--- src/rtl/router_pkg.sv ---
// Shared types and header layout for the router output arbiter.
package router_pkg;

    localparam int NUM_PORTS = 3;

    // Header byte layout: destination address in the low bits, payload length above it.
    localparam int ADDR_LSB = 0;
    localparam int ADDR_MSB = 1;
    localparam int LEN_LSB  = 2;
    localparam int LEN_MSB  = 7;

    typedef enum logic [1:0] {
        IDLE = 2'd0,
        HDR  = 2'd1,
        BODY = 2'd2
    } arb_state_e;

    function automatic logic [1:0] wrap_inc3(input logic [1:0] idx);
        return (idx >= 2'd2) ? 2'd0 : idx + 2'd1;
    endfunction

endpackage

--- src/rtl/rr_arb3.sv ---
// Combinational 3-way round-robin picker: first requester at or after ptr, mod 3.
module rr_arb3
    import router_pkg::*;
(
    input  logic [NUM_PORTS-1:0] req,
    input  logic [1:0]           ptr,
    output logic                 gnt_vld,
    output logic [1:0]           gnt_idx
);

    logic [1:0] cand_0;
    logic [1:0] cand_1;
    logic [1:0] cand_2;

    always_comb begin
        // An out-of-range pointer is treated as port 0.
        cand_0  = (ptr >= 2'd3) ? 2'd0 : ptr;
        cand_1  = wrap_inc3(cand_0);
        cand_2  = wrap_inc3(cand_1);
        gnt_vld = |req;
        gnt_idx = cand_0;
        if (req[cand_0]) begin
            gnt_idx = cand_0;
        end else if (req[cand_1]) begin
            gnt_idx = cand_1;
        end else if (req[cand_2]) begin
            gnt_idx = cand_2;
        end
    end

endmodule

--- src/rtl/router_out_arbiter.sv ---
// Drains three packet FIFOs onto one egress bus, one whole packet per round-robin grant.
// Handshake: a FIFO pop is issued only when out_ready=1; the popped byte appears with out_valid one cycle later.
module router_out_arbiter
    import router_pkg::*;
#(
    parameter int DW        = 8,
    parameter int STALL_MAX = 16
) (
    input  logic          clock,
    input  logic          reset,
    input  logic          valid_out_0,
    input  logic          valid_out_1,
    input  logic          valid_out_2,
    input  logic [DW-1:0] data_out_0,
    input  logic [DW-1:0] data_out_1,
    input  logic [DW-1:0] data_out_2,
    output logic          read_enb_0,
    output logic          read_enb_1,
    output logic          read_enb_2,
    input  logic          out_ready,
    output logic          out_valid,
    output logic [DW-1:0] out_data,
    output logic          out_sop,
    output logic          out_eop,
    output logic [1:0]    out_port,
    output logic          out_abort,
    output logic          hdr_err,
    output logic          arb_busy
);

    localparam logic [4:0] STALL_LAST = 5'(STALL_MAX - 1);

    arb_state_e state_q, state_d;
    logic [1:0] grant_q, grant_d;
    logic [1:0] rr_ptr_q, rr_ptr_d;
    logic [6:0] left_q, left_d;
    logic [4:0] stall_q, stall_d;

    logic          out_valid_q;
    logic          out_sop_q;
    logic          out_eop_q;
    logic          out_abort_q;
    logic [1:0]    out_port_q;

    logic          rd_req;
    logic          rd_en;
    logic          sop_d;
    logic          eop_d;
    logic          abort_d;
    logic          arb_vld;
    logic [1:0]    arb_idx;
    logic          gnt_valid;
    logic [DW-1:0] gnt_data;

    rr_arb3 u_rr_arb3 (
        .req     ({valid_out_2, valid_out_1, valid_out_0}),
        .ptr     (rr_ptr_q),
        .gnt_vld (arb_vld),
        .gnt_idx (arb_idx)
    );

    always_comb begin
        gnt_valid = 1'b0;
        gnt_data  = '0;
        case (grant_q)
            2'd0: begin
                gnt_valid = valid_out_0;
                gnt_data  = data_out_0;
            end
            2'd1: begin
                gnt_valid = valid_out_1;
                gnt_data  = data_out_1;
            end
            2'd2: begin
                gnt_valid = valid_out_2;
                gnt_data  = data_out_2;
            end
            default: begin
                gnt_valid = 1'b0;
                gnt_data  = '0;
            end
        endcase
    end

    always_comb begin
        state_d  = state_q;
        grant_d  = grant_q;
        rr_ptr_d = rr_ptr_q;
        left_d   = left_q;
        stall_d  = stall_q;
        rd_req   = 1'b0;
        sop_d    = 1'b0;
        eop_d    = 1'b0;
        abort_d  = 1'b0;
        case (state_q)
            IDLE: begin
                if (out_ready && arb_vld) begin
                    rd_req   = 1'b1;
                    sop_d    = 1'b1;
                    grant_d  = arb_idx;
                    rr_ptr_d = wrap_inc3(arb_idx);
                    state_d  = HDR;
                end
            end
            HDR: begin
                // Header byte is on data_out now; remaining reads = payload + parity.
                left_d  = {1'b0, gnt_data[LEN_MSB:LEN_LSB]} + 7'd1;
                stall_d = '0;
                state_d = BODY;
            end
            BODY: begin
                if ((left_q != 7'd0) && out_ready) begin
                    if (gnt_valid) begin
                        rd_req  = 1'b1;
                        left_d  = left_q - 7'd1;
                        stall_d = '0;
                        if (left_q == 7'd1) begin
                            eop_d   = 1'b1;
                            state_d = IDLE;
                        end
                    end else if (stall_q == STALL_LAST) begin
                        abort_d = 1'b1;
                        stall_d = '0;
                        state_d = IDLE;
                    end else begin
                        stall_d = stall_q + 5'd1;
                    end
                end
            end
            default: begin
                state_d = IDLE;
            end
        endcase
    end

    // A pop during reset would lose a byte the FIFO still considers pending.
    assign rd_en      = rd_req & ~reset;
    assign read_enb_0 = rd_en && (grant_d == 2'd0);
    assign read_enb_1 = rd_en && (grant_d == 2'd1);
    assign read_enb_2 = rd_en && (grant_d == 2'd2);

    always_ff @(posedge clock) begin
        if (reset) begin
            state_q     <= IDLE;
            grant_q     <= '0;
            rr_ptr_q    <= '0;
            left_q      <= '0;
            stall_q     <= '0;
            out_valid_q <= 1'b0;
            out_sop_q   <= 1'b0;
            out_eop_q   <= 1'b0;
            out_abort_q <= 1'b0;
            out_port_q  <= '0;
        end else begin
            state_q     <= state_d;
            grant_q     <= grant_d;
            rr_ptr_q    <= rr_ptr_d;
            left_q      <= left_d;
            stall_q     <= stall_d;
            out_valid_q <= rd_en;
            out_sop_q   <= sop_d;
            out_eop_q   <= eop_d;
            out_abort_q <= abort_d;
            if (sop_d) begin
                out_port_q <= grant_d;
            end
        end
    end

    assign out_valid = out_valid_q;
    assign out_sop   = out_sop_q;
    assign out_eop   = out_eop_q;
    assign out_abort = out_abort_q;
    assign out_port  = out_port_q;
    assign out_data  = out_valid_q ? gnt_data : '0;
    assign hdr_err   = out_sop_q && (gnt_data[ADDR_MSB:ADDR_LSB] != grant_q);
    assign arb_busy  = (state_q != IDLE);

endmodule

--- config.mk ---
export PLATFORM = sky130hd
export DESIGN_NAME = router_out_arbiter
export DESIGN_NICKNAME = d
export VERILOG_FILES = /design/src/rtl/router_pkg.sv /design/src/rtl/rr_arb3.sv /design/src/rtl/router_out_arbiter.sv
export SDC_FILE = /design/constraint.sdc
export NUM_CORES = 1
export LEC_CHECK = 0
export ABC_AREA = 0
export CAP_MARGIN = 20
export CORE_ASPECT_RATIO = 0.6
export CORE_MARGIN = 2
export CORE_UTILIZATION = 28
export DETAILED_ROUTE_END_ITERATION = 6
export GPL_TIMING_DRIVEN = 0
export PLACE_DENSITY_LB_ADDON = 0.05
export SYNTH_ARGS = -nofsm -noshare
export SYNTH_HDL_FRONTEND = slang
export SYNTH_HIERARCHICAL = 1
export SYNTH_SLANG_ARGS = --single-unit
export TNS_END_PERCENT = 10
--- constraint.sdc ---
create_clock -name clock -period 2.5 [get_ports clock]
set_clock_uncertainty 0.2 [all_clocks]
set_input_delay 0.5 -clock clock [delete_from_list [all_inputs] [get_ports clock]]
set_output_delay 0.5 -clock clock [all_outputs]
set_load 0.005 [all_outputs]
**Yosys cells after proc, flatten, opt, wreduce, memory -nomap -nowiden**

Cells that the tools add are included.
W data, S select, Z words.

- Add/sub/neg operators: 6
- Multiply operators: 0
- Div/mod/pow operators: 0
- $lt $le $gt $ge: 7
- Equal/unequal tests: 14
- Shifts and indexed selects: 0
- Multiplexer cells: 38
- Bitwise operators: 5
- Reduce and logical (&&, ||, !) cells: 19

Operator list:

| operator | count |
|---|---|
| $mux W2 | 14 |
| $pmux W8 S3 | 1 |
| $mux W5 | 3 |
| $mux W7 | 2 |
| $pmux W7 S2 | 1 |
| $pmux W5 S2 | 1 |
| $lt A2 B3 Y1 const B | 3 |
| $mux W1 | 9 |
| $ge A2 B2 Y1 const B | 4 |
| $mux W8 | 1 |
| $reduce_or A4 Y1 | 2 |
| $add A6 B1 Y7 const B | 1 |
| $eq A7 B1 Y1 const B | 1 |
| $reduce_bool A7 Y1 | 1 |
| $sub A7 B1 Y7 const B | 1 |
| $add A2 B1 Y2 const B | 3 |
| $bmux W1 S2 | 3 |
| $eq A2 B1 Y1 const B | 3 |
| $eq A2 B2 Y1 const B | 3 |
| $logic_and A1 B1 Y1 | 6 |
| $logic_not A2 Y1 | 3 |
| $ne A2 B2 Y1 const B | 3 |
| $ne A3 B3 Y1 const B | 2 |
| $pmux W2 S3 | 1 |
| 12 further kinds | 17 |

- Register bits after elaboration: 24
- Latch bits: 0
- RAM bits: 0
- ROM bits: 0
- Bits of input ports: 30
- Output and inout port bits: 19
- Logic and storage cells: 99
- Memories kept: 0

**Logic depth before layout (Yosys ltp)**

- Depth after elaboration: 15
- Mapped depth: 10
- Mapped depth without buffers: 9

**By module**

The synthesis kept the hierarchy.

Modules (own cells, without submodules):

| module | times used | cells each | area each (µm²) | sequential area each (µm²) |
|---|---|---|---|---|
| router_out_arbiter | 1 | 213 | 1677.9 | 480.5 |
| rr_arb3 | 1 | 29 | 209.0 | 0.0 |

**Worst setup path before layout**

Ideal clock, no wire load.

- Kind: register to output
- Start point: register rr_ptr_q[0]
- End point: output read_enb_0
- Arrival time: 1.724 ns
- Data required time: 1.800 ns
- Slack: 0.076 ns
- Cell stages (with the launch flop): 11
- Path buffers: 1
- Cells stage by stage: dfxtp_1 -> inv_1 -> ha_1 -> buf_6 -> nor2b_4 -> o2111a_1 -> o221ai_1 -> o21ai_1 -> nor3_1 -> nor2_1 -> nor2_1

- Longest elaborated chain between the ends: 15
- Elaborated cells on any way between the ends: 21
- Classes of those cells: 2 x add/sub; 3 x order compare; 14 x mux; 2 x reduce/logical

Ends and longest elaborated chain:

| item | RTL line | text |
|---|---|---|
| start: declaration | router_out_arbiter.sv:35 | `logic [1:0] rr_ptr_q, rr_ptr_d;` |
| start signal: assignment | router_out_arbiter.sv:157 | `rr_ptr_q <= rr_ptr_d;` |
| $ge A2 B2 Y1 | rr_arb3.sv:17 | `cand_0 = (ptr >= 2'd3) ? 2'd0 : ptr;` |
| $mux W2 (*) | rr_arb3.sv:17 |  |
| $add A2 B1 Y2 / $ge A2 B2 Y1 (equally long branches) | router_pkg.sv:19 | `return (idx >= 2'd2) ? 2'd0 : idx + 2'd1;` |
| $mux W2 | router_pkg.sv:19 |  |
| $add A2 B1 Y2 / $ge A2 B2 Y1 (equally long branches) | router_pkg.sv:19 |  |
| $mux W2 | router_pkg.sv:19 |  |
| $bmux W1 S2 | rr_arb3.sv:26 | `end else if (req[cand_2]) begin` |
| $mux W1 (implied by the code) | rr_arb3.sv:26 |  |
| $mux W2 | rr_arb3.sv:26 |  |
| $mux W2 | rr_arb3.sv:24 | `end else if (req[cand_1]) begin` |
| $mux W2 (*) | rr_arb3.sv:22 | `if (req[cand_0]) begin` |
| via arb_idx[0] | router_out_arbiter.sv:51 | `logic [1:0] arb_idx;` |
| $mux W2 (*) | router_out_arbiter.sv:97 | `if (out_ready && arb_vld) begin` |
| $mux W2 (*) | router_out_arbiter.sv:95 | `case (state_q)` |
| $logic_not A2 Y1 (*) | router_out_arbiter.sv:138 | `assign read_enb_0 = rd_en && (grant_d == 2'd0);` |
| $logic_and A1 B1 Y1 (*) | router_out_arbiter.sv:138 |  |
| end: declaration | router_out_arbiter.sv:17 | `output logic read_enb_0,` |

The timed path passes the listed nets; every way through them passes the cells marked *. The select of a mux whose other input is x is not followed.

**Worst setup path after layout**

- Start point: register left_q[0]
- End point: output read_enb_2

- Longest elaborated chain between the ends: 6

Ends and longest elaborated chain:

| item | RTL line | text |
|---|---|---|
| start: declaration | router_out_arbiter.sv:36 | `logic [6:0] left_q, left_d;` |
| start signal: assignment | router_out_arbiter.sv:158 | `left_q <= left_d;` |
| $reduce_bool A7 Y1 | router_out_arbiter.sv:112 | `if ((left_q != 7'd0) && out_ready) begin` |
| $logic_and A1 B1 Y1 | router_out_arbiter.sv:112 |  |
| $mux W1 | router_out_arbiter.sv:112 |  |
| $pmux W1 S2 | router_out_arbiter.sv:95 |  |
| $and A1 B1 Y1 | router_out_arbiter.sv:137 | `assign rd_en = rd_req & ~reset;` |
| $logic_and A1 B1 Y1 | router_out_arbiter.sv:140 | `assign read_enb_2 = rd_en && (grant_d == 2'd2);` |
| end: declaration | router_out_arbiter.sv:19 | `output logic read_enb_2,` |

Every way passes these cells.

==> metrics.md <==
| Metric | Value |
|---|---|
| Status | `finished with violations` |
| Failing checks | `setup timing` |
| Worst-path maximum fanout | `3` |
| Final net count | `350` |
| Slew @ Worst Pin | `0.624 ns` |
| First-pass GRT wire length | `10.0 mm` |
| Worst hold margin | `0.249 ns` |
| Top Family by Delay on Critical Path | `simple AND/OR/NAND/NOR gates` |
| Hold buffers post-CTS | `0` |
| Global route total overflow | `0` |
| Die Wd | `110 um` |
| Die Ht | `67.6 um` |
| Slowest CP cell | `or4b_4` |
| CTS tree | `built` |
| N_diodes | `0` |
| Largest net degree at the start of global routing | `15` |
| DPL Wire Length | `4.77 mm` |
| Synth cell types | `59` |
| Slew headroom | `0.584` |
| Die ar. | `7430 sq um` |
| RSZ-0062 raised after global routing | `true` |
| CP required | `1.80 ns` |
| Final period util | `1.12` |
| Leak | `1.14 nW` |
| FF-to-FF Start | `grant_q[1]` |
| Hold Path Stages | `2` |
| DR iter-0 viols | `90` |
| IO Count | `49` |
| Setup Viol. Count Final | `4` |
| Critical path type | `reg2out` |
| DRC viols | `0` |
| Drt wl/cell | `16.6 um` |
| Mapped cell area | `1890 sq um` |
| VDD IR-drop max | `0.182 mV` |
| Fmax | `358 MHz` |
| Sinks on Clock Net | `24` |
| Asr flop ratio synth | `0` |
| Routability cong. | `0.806` |
| Max_cap viols | `0` |
| Final core occ | `0.437` |
| Hold Path Class | `reg2reg` |
| Core Area | `6590 sq um` |
| Vias | `2024` |
| Fin. max-slew vios | `0` |
| Clk slew on worst S/H paths | `0.10 ns` |
| CP bufs+invs | `3` |
| Mapped Cells | `242` |
| Vias/cell | `5.09` |
| Synth warn | `6` |
| Crit end category | `output pin` |
| Ordered list of cells on the worst path | `inv_4, ha_4, or4b_4, o21ai_4, nor3_2, o21bai_2, buf_4, nor2_1, buf_2` |
| Total global-route track usage | `0.180` |
| R2R setup slack | `0.18 ns` |
| Worst skew pair latency | `0.29 ns` |
| Register area share after synthesis | `0.255` |
| Min Tclk post-route | `2.79 ns` |
| Share of cells above drive strength 1 | `0.260` |
| Number of buffers created by CTS | `3` |
| Post-synth EDFFs | `0` |
| Worst setup SP type | `flop` |
| Post-DRT Antenna Nets | `0` |
| H-tree levels | `1` |
| Crit path DAT | `2.09 ns` |
| CTS root buffer | `clkbuf_8` |
| Initial Util | `0.286` |
| Num rows | `23` |
| TNS Setup | `-0.842 ns` |
| Syn Area/Cell | `7.80 sq um` |
| Vias in the first global route | `1947` |
| WHS Endpoint | `stall_q[4]` |
| Syn_nets | `280` |
| DR pass1 iterations | `4` |
| Max incr delay on CP | `0.48 ns` |
| Fin. Hold Viols | `0` |
| Placed cells | `376` |
| Path depth of the worst reg2reg path | `9` |
| CTS max path bufs | `2` |
| Layout Area Growth over Synthesis | `52.6%` |
| Number of port buffers | `47` |
| Final WL | `6.60 mm` |
| Synth Register Bits | `24` |
| Top_reg_cell synth | `dfxtp_1` |
| Initial antenna violation count | `0` |
| Worst hold start | `stall_q[4]` |
| Critical R2R Capture | `left_q[6]` |
| Post-route setup slack | `-0.293 ns` |
| Finished Layout Cells | `398` |
| PwrDens | `529 nW/um^2` |
-- worst reg2reg max path: stages, from the launching register on --
cell	delay [ns]
dfxtp_2	0.33
buf_8	0.14
buf_8	0.14
mux2i_1	0.13
o2bb2ai_2	0.24
ha_1	0.23
o211ai_1	0.15
nor4b_2	0.34
o211ai_1	0.13
a211oi_1	0.21
-- cell usage in the layout, fill, tap and decap left out, types with 7 or more instances in the layout --
| cell type | instances |
|---|---|
| a21oi_1 | 15 |
| and2_1 | 7 |
| buf_4 | 19 |
| clkdlybuf4s50_1 | 32 |
| dfxtp_1 | 18 |
| inv_1 | 8 |
| mux2i_1 | 9 |
| nand2_1 | 23 |
| nand3_1 | 7 |
| nor2_1 | 20 |
| o21ai_0 | 10 |
-- metrics by stage --
step	worst slack [ns]	total power [W]	cell area [sq um]
6_report	-0.293	0.00152	2880
5_1_grt	-0.380	0.00163	2880
4_1_cts	-0.303	0.00151	2820
3_5_place_dp	-1.17	0.000997	2470
3_3_place_gp	-1.14	0.000999	2470
2_1_floorplan	0.0758	0.000797	1890
-- cells in the mapped netlist (all sizes together) (2+ instances only) --
cell / instances / share of area
mux2i: 10 / 0.053
or3: 2 / 0.0073
nand2b: 5 / 0.017
and2: 7 / 0.023
o31ai: 2 / 0.0080
o22ai: 3 / 0.0099
nand4: 3 / 0.0099
o311a: 2 / 0.011
o21ai: 14 / 0.043
nor3b: 3 / 0.012
a211oi: 6 / 0.024
inv: 11 / 0.022
o21a: 2 / 0.0086
clkbuf: 6 / 0.017
a31oi: 4 / 0.013
a21oi: 18 / 0.048
nor4: 5 / 0.020
buf: 6 / 0.024
nor2b: 7 / 0.027
a2bb2oi: 2 / 0.0093
nand3b: 2 / 0.0080
nor2: 20 / 0.040
ha: 8 / 0.053
a22oi: 2 / 0.0080
or4b: 2 / 0.013
nand2: 23 / 0.046
dfxtp: 24 / 0.25
o211ai: 3 / 0.012
nand3: 8 / 0.021
o2bb2ai: 6 / 0.028
nor3: 6 / 0.016
and3: 3 / 0.0099
-- registers in the layout (all words and copies together), names as in the netlist --
| name | cells |
|---|---|
| out_valid | 1 |
| out_port | 2 |
| rr_ptr_q | 2 |
| state_q | 2 |
| grant_q | 2 |
| out_abort | 1 |
| stall_q | 5 |
| out_eop | 1 |
| left_q | 7 |
| out_sop | 1 |
-- area by class of cell --
class / instances / area [sq um]
Clock inverter: 1 / 30.0
Buffer: 11 / 110
Fill cell: 686 / 3710
Timing Repair Buffer: 66 / 603
Inverter: 11 / 43.8
Tap cell: 87 / 109
Clock buffer: 3 / 41.3
Sequential cell: 24 / 493
Multi-Input combinational cell: 195 / 1450
-- routing by layer --
layer	up-vias	global-route usage	wire (um)
met1	950	0.266	3580
met4	0	0.0206	21
li1	1034	-	-
met5	-	0	0
met2	38	0.269	2620
met3	2	0.0454	378
-- timing repair --
item,CTS,global route
setup endpoints to repair,15,10
pin swaps,17,12
resized for setup,69,17
buffers inserted,19,0
-- where the power goes --
part	internal [W]	switching [W]	total [W]
clock network	0.000215	0.000154	0.000369
registers	0.000413	0.0000295	0.000442
logic	0.000346	0.000367	0.000713
total	0.000974	0.000550	0.00152
-- worst max path at each step --
stage,start,to,cells past startpoint
floorplan,rr_ptr_q[0],read_enb_0,10
global placement,valid_out_2,read_enb_1,7
detailed placement,valid_out_2,read_enb_1,7
CTS,rr_ptr_q[0],read_enb_2,10
global route,valid_out_0,read_enb_1,8
finish,left_q[0],read_enb_2,9
-- logic make-up (layout without fill, tap and decap cells) --
group,count (synthesis),after routing,synth area share
flops,24,24,0.255
fa+ha+maj,8,8,0.0531
simple gates,102,102,0.295
buf+inv,23,92,0.0630
mux,11,11,0.0590
xor+xnor,1,1,0.00464
compound gates,73,73,0.271
No activity file was read; power rests on OpenSTA's default activity.
